## config.mk

```make
export PLATFORM = sky130hd
export DESIGN_NAME = idex_pipe_reg
export DESIGN_NICKNAME = d
export VERILOG_FILES = /design/src/rtl/idex_pipe_reg.sv
export SDC_FILE = /design/constraint.sdc
export NUM_CORES = 1
export LEC_CHECK = 0
export ABC_AREA = 1
export CORE_AREA = 2 2 126 128
export DETAILED_ROUTE_END_ITERATION = 7
export DIE_AREA = 0 0 128 130
export GPL_ROUTABILITY_DRIVEN = 0
export GPL_TIMING_DRIVEN = 0
export PLACE_DENSITY = 0.82
export SKIP_CTS_REPAIR_TIMING = 1
export SYNTH_ARGS = -nofsm -noshare
export SYNTH_HDL_FRONTEND = slang
export SYNTH_SLANG_ARGS = --single-unit
```

## constraint.sdc

```tcl
create_clock -name clk -period 1.6 [get_ports clk]
set_clock_uncertainty 0.2 [all_clocks]
set_input_delay 0.32 -clock clk [delete_from_list [all_inputs] [get_ports clk]]
set_output_delay 0.32 -clock clk [all_outputs]
set_load 0.02 [all_outputs]
```

## src/rtl/idex_pipe_reg.sv

```systemverilog
// ID->EX pipeline register, 1-cycle D->E latency, zero-latency NZCV forwarding into FlagsE.
// Backpressure: StallE holds every E field, FlushE (wins over stall) loads a bubble; IDEX_PERF_CNT_EN adds stall/bubble counters.
module idex_pipe_reg #(
  parameter int DW = 32,
  parameter int AW = 4
) (
  input  logic          clk,
  input  logic          reset,
  input  logic          StallE,
  input  logic          FlushE,
  input  logic          ValidD,
  input  logic          RegWriteD,
  input  logic          MemtoRegD,
  input  logic          MemWriteD,
  input  logic          BranchD,
  input  logic          ALUSrcD,
  input  logic [1:0]    ALUControlD,
  input  logic [1:0]    FlagWriteD,
  input  logic [3:0]    CondD,
  input  logic [DW-1:0] RD1D,
  input  logic [DW-1:0] RD2D,
  input  logic [DW-1:0] ExtImmD,
  input  logic [AW-1:0] RA1D,
  input  logic [AW-1:0] RA2D,
  input  logic [AW-1:0] WA3D,
  input  logic [3:0]    Flags,
  input  logic [3:0]    ALUFlags,
  input  logic [1:0]    FlagWE,
  output logic          ValidE,
  output logic          RegWriteE,
  output logic          MemtoRegE,
  output logic          MemWriteE,
  output logic          BranchE,
  output logic          ALUSrcE,
  output logic [1:0]    ALUControlE,
  output logic [1:0]    FlagWriteE,
  output logic [3:0]    CondE,
  output logic [3:0]    FlagsE,
  output logic [DW-1:0] RD1E,
  output logic [DW-1:0] RD2E,
  output logic [DW-1:0] ExtImmE,
  output logic [AW-1:0] RA1E,
  output logic [AW-1:0] RA2E,
  output logic [AW-1:0] WA3E,
  output logic [31:0]   StallCount,
  output logic [31:0]   BubbleCount
);

  typedef struct packed {
    logic          valid;
    logic          reg_write;
    logic          mem_to_reg;
    logic          mem_write;
    logic          branch;
    logic          alu_src;
    logic [1:0]    alu_control;
    logic [1:0]    flag_write;
    logic [3:0]    cond;
    logic [3:0]    flags;
    logic [DW-1:0] rd1;
    logic [DW-1:0] rd2;
    logic [DW-1:0] ext_imm;
    logic [AW-1:0] ra1;
    logic [AW-1:0] ra2;
    logic [AW-1:0] wa3;
  } stage_t;

  stage_t stage_d, stage_q;

  always_comb begin
    stage_d = stage_q;
    if (FlushE) begin
      stage_d = '0;
    end else if (!StallE) begin
      stage_d.valid       = ValidD;
      stage_d.reg_write   = RegWriteD;
      stage_d.mem_to_reg  = MemtoRegD;
      stage_d.mem_write   = MemWriteD;
      stage_d.branch      = BranchD;
      stage_d.alu_src     = ALUSrcD;
      stage_d.alu_control = ALUControlD;
      stage_d.flag_write  = FlagWriteD;
      stage_d.cond        = CondD;
      // Mirror what the flag register will hold after this edge
      stage_d.flags[3:2]  = FlagWE[1] ? ALUFlags[3:2] : Flags[3:2];
      stage_d.flags[1:0]  = FlagWE[0] ? ALUFlags[1:0] : Flags[1:0];
      stage_d.rd1         = RD1D;
      stage_d.rd2         = RD2D;
      stage_d.ext_imm     = ExtImmD;
      stage_d.ra1         = RA1D;
      stage_d.ra2         = RA2D;
      stage_d.wa3         = WA3D;
    end
  end

  always_ff @(posedge clk) begin
    if (reset) stage_q <= '0;
    else       stage_q <= stage_d;
  end

  assign ValidE      = stage_q.valid;
  assign RegWriteE   = stage_q.reg_write;
  assign MemtoRegE   = stage_q.mem_to_reg;
  assign MemWriteE   = stage_q.mem_write;
  assign BranchE     = stage_q.branch;
  assign ALUSrcE     = stage_q.alu_src;
  assign ALUControlE = stage_q.alu_control;
  assign FlagWriteE  = stage_q.flag_write;
  assign CondE       = stage_q.cond;
  assign FlagsE      = stage_q.flags;
  assign RD1E        = stage_q.rd1;
  assign RD2E        = stage_q.rd2;
  assign ExtImmE     = stage_q.ext_imm;
  assign RA1E        = stage_q.ra1;
  assign RA2E        = stage_q.ra2;
  assign WA3E        = stage_q.wa3;

`ifdef IDEX_PERF_CNT_EN
  logic [31:0] stall_count_d, stall_count_q;
  logic [31:0] bubble_count_d, bubble_count_q;

  // A flush cycle counts as a bubble only, never as a stall
  always_comb begin
    stall_count_d  = stall_count_q;
    bubble_count_d = bubble_count_q;
    if (FlushE)      bubble_count_d = bubble_count_q + 32'd1;
    else if (StallE) stall_count_d  = stall_count_q + 32'd1;
  end

  always_ff @(posedge clk) begin
    if (reset) begin
      stall_count_q  <= '0;
      bubble_count_q <= '0;
    end else begin
      stall_count_q  <= stall_count_d;
      bubble_count_q <= bubble_count_d;
    end
  end

  assign StallCount  = stall_count_q;
  assign BubbleCount = bubble_count_q;
`else
  assign StallCount  = '0;
  assign BubbleCount = '0;
`endif

endmodule

```

Word-level counts from Yosys, hierarchy flattened
Cells that the tools add are included.
- input port bits: 136
- register bits after elaboration: 126
- multiplexer cells: 2
- reductions and logical operators: 1
- operator list (cell ; number):
    $mux 2 ; 2
    $reduce_or 2->1 ; 1

Depth between registers and ports, before layout
- word-level depth: 1
- gate-level depth with buffers: 7
- gate-level depth less buffers: 4

Worst setup path after synthesis
OpenSTA, ideal clock, no wires.
- path kind: input to register
- from: in StallE
- to: reg stage_q (netlist bit FlagsE[0])
- path buffers: 3
- library setup time: 115 ps
- setup slack: 353 ps
- required time: 1285 ps
- stages on the path: 7
- data arrival time: 933 ps
- path through: buf_4 inv_4 buf_8 buf_6 nand2_1 nor2_1 nor2_1
- RTL lines (element ; RTL line ; text):
    start: declaration ; 9 ; input logic StallE,
    end signal: assignment ; 98 ; else stage_q <= stage_d;
    end: declaration ; 68 ; stage_t stage_d, stage_q;

Final worst setup path
- from: reg stage_q (netlist bit WA3E[3])
- to: out WA3E[3]
- RTL lines (element ; RTL line ; text):
    end: declaration ; 44 ; output logic [AW-1:0] WA3E,
No word-level cell between the ends.

==> metrics.md <==
| Metric | Value |
|---|---|
| Sequential share of power | 0.368 |
| Post-Syn Instances | roughly 630 |
| CP Cell Sequence | dlymetal6s2s_1 |
| Largest net degree at the start of global routing | 17 |
| Fin crit share | 0.9663 |
| Leakage | between 5 and 6 nW |
| WL/cell | 13.94 um |
| Cell Area, Placed | about 0.0083 mm^2 |
| Root buf cell | clkbuf_16 |
| Critical Path RT | ~1.1 ns |
| Peak Freq | about 650 MHz |
| Dpl cells | between 1k and 1.5k |
| Final core occ | 0.6016 |
| Die Ht | 130 um |
| Outcome | finished clean |
| # DRC | 0 |
| IO buf count | 260 |
| Total Power | approximately 9.1 mW |
| N_diodes | 0 |
| Layout cells sized above 1 | 0.2108 |
| Worst-case clock buffer depth | 2 |
| Cell family with most CP delay | flip-flops |
| CTS HTree Levels | 4 |
| Max_cap viols | 0 |
| Antenna violations before repair | 0 |
| DRT iter0 DRCs | around 190 |
| Final Slew Violations | 0 |
| Num CTS Buffers | 17 |
| Minimum clock period | about 1.5 ns |
| Hold Path Depth | 4 |
| Clock power share | 0.466 |
| PwrDens | roughly 1000 mW/mm^2 |
| Syn Std Cell Area | about 0.0053 mm^2 |
| Total routed wirelength | approximately 16000 um |
| Vias per cell | 4.324 |
| Critical path fanouts, max | 2 |
| Sequential-to-total area share from yosys stat | 0.4803 |
| Worst-path clk slew | about 0.050 ns |
| Slowest CP cell | dfxtp_1 |
| # setup viols final | 0 |
| DRT Pass-1 Iters | 4 |
| Grt total ovfl | 0 |
| Global-route wire length before repair | 24020 um |
| Post-Layout Cell Count | 1174 |
| Core Box Area | between 0.015 and 0.02 mm^2 |
| Maximum vdd ir drop | slightly above 0.0006 V |
| Post-DP HPWL | around 12000 um |
| Gr usage total | 0.1876 |
| Combinational share of power | 0.167 |
| Die ar. | roughly 0.017 mm^2 |
| Design area | 0.009279 mm^2 |
| Buf/Inv on CP | 1 |
| Starting Density | 0.3404 |
| Arr. time, crit path | between 1 and 1.5 ns |
| Clk_lat worst skew | 0.41 ns |
| Fin Hold WS | 0.2692 ns |
| # rows | between 40 and 50 |
| Hold Path Class | in -> reg |
| Crit end category | output port |
| Antenna viol nets, final | 0 |
| Psw | between 2 and 2.5 mW |
| IO Pins | between 300 and 400 |
| R2r worst-path depth | 2 |
| Flops & latches, synth | ~130 |
| Cell internal pwr | slightly below 7 mW |
| Unique cell type count in the Yosys netlist | 17 |
| R2R Path Start | MemtoRegE |
| Startpoint of the worst hold path | StallE |
| Clock Sinks | 126 |
| Net count reported at finish | around 1.1k |
| Worst path depth | 1 |
| Synth Area per Inst | between 8 and 9 um^2 |
| Max incr delay on CP | between 0.3 and 0.4 ns |
| CTS tree | yes |
| Routed via count | ~5k |
| WHS Endpoint | RA2E[3] |
| RSZ-0062 raised after global routing | false |
| R2r setup slk | 0.68 ns |
| Switch share | 0.2401 |
| Area Overhead vs Synth | 76.70% |
| Startpoint Class | flip-flop |
| Die W | between 100 and 150 um |
| FF-to-FF End | MemtoRegE |
| Hold Fails Final Rpt | 0 |
| Vias in the first global route | 4769 |
| Setup CP Type | reg -> out |
| YS warnings | 0 |
==> synthesized netlist by cell type <==
cell        n  area share
buf_12      4       0.015
buf_2      16       0.015
buf_4      66       0.094
buf_6      11       0.024
buf_8       1      0.0029
clkbuf_1    7      0.0050
conb_1      1     0.00071
dfxtp_1   126        0.48
inv_1       4      0.0029
inv_4       1      0.0012
nand2_1     8      0.0057
nor2_1    216        0.15
nor2_2     40       0.048
nor2_4      1      0.0021
o21ai_0    69       0.066
o21ai_1    17       0.016
o21ai_2    40       0.067
==> worst max-delay path by stage <==
stage	from	slack [ns]	to
finish	WA3E[3]	0.05	WA3E[3]
global route	WA3E[3]	0.0001	WA3E[3]
CTS	WA3E[3]	-0.37	WA3E[3]
detailed placement	FlushE	-0.34	ExtImmE[27]
global placement	FlushE	-0.31	RD2E[1]
floorplan	StallE	0.35	FlagsE[0]
==> tightest hold or removal path, delay by kind of cell <==
family | cells | cell delay (ns)
buf+inv | 2 | 0.35
simple gates | 2 | 0.16
==> per-stage QoR <==
stage | worst slack, ns | setup TNS, ns
2_1_floorplan | 0.3527 | 0
3_5_place_dp | -0.3358 | -27.49
4_1_cts | -0.3677 | -38.05
5_1_grt | 0.0001086 | 0
6_report | 0.05388 | 0
3_3_place_gp | -0.3072 | -26.62
==> metal layers <==
metal / GRT usage / share of wire / wire length (um)
met4: 0.08145 / 0.018 / 301
met5: 0 / 0 / 0
met1: 0.1996 / 0.39 / 6437
met2: 0.3312 / 0.50 / 8119
met3: 0.07421 / 0.092 / 1508
==> final cells by class <==
class	count	area, um^2
clock buffers	25	485.5
clock inverters	6	155.1
inverters	5	21.27
fillers	1282	6146
well taps	192	240.2
multi-input cells	455	2123
repair buffers	260	2910
plain buffers	105	820.8
flip-flops and latches	126	2522
==> registers in the layout (all words and copies together) (netlist names), 2 cells and up <==
register     flops
ExtImmE         32
RD1E            32
RD2E            32
CondE            4
FlagsE           4
RA1E             4
RA2E             4
WA3E             4
ALUControlE      2
FlagWriteE       2
==> cells in the final DEF, fill, tap and decap left out <==
master	n
nor2_1	216
clkdlybuf4s50_1	134
dfxtp_1	126
dlymetal6s2s_1	125
o21ai_0	69
buf_4	66
conb_1	64
o21ai_2	40
nor2_2	40
o21ai_1	17
clkbuf_16	17
buf_2	16
clkbuf_1	12
buf_6	11
nand2_1	8
bufinv_16	5
buf_12	4
inv_1	4
clkbuf_8	3
inv_4	1
buf_8	1
nor2_4	1
clkinv_2	1
clkbuf_2	1
==> cell families (layout without fill, tap and decap cells) <==
| kind of cell | Yosys count | in the layout | share of synthesized area |
|---|---|---|---|
| compound gates | 126 | 126 | 0.1487 |
| buf+inv | 110 | 401 | 0.1604 |
| flops | 126 | 126 | 0.4803 |
| other cells | 1 | 64 | 0.0007141 |
| simple gates | 265 | 265 | 0.2099 |
==> power by group through the flow <==
stage / clock network [mW] / logic (mW) / registers (mW)
6_report: 4.24 / 1.52 / 3.35
5_1_grt: 4.46 / 1.63 / 3.36
4_1_cts: 4.32 / 1.54 / 3.35
3_5_place_dp: 0 / 1.54 / 3.42
3_3_place_gp: 0 / 1.53 / 3.41
2_1_floorplan: 0 / 0.655 / 3.58
Power figures use the tool's default switching activity.
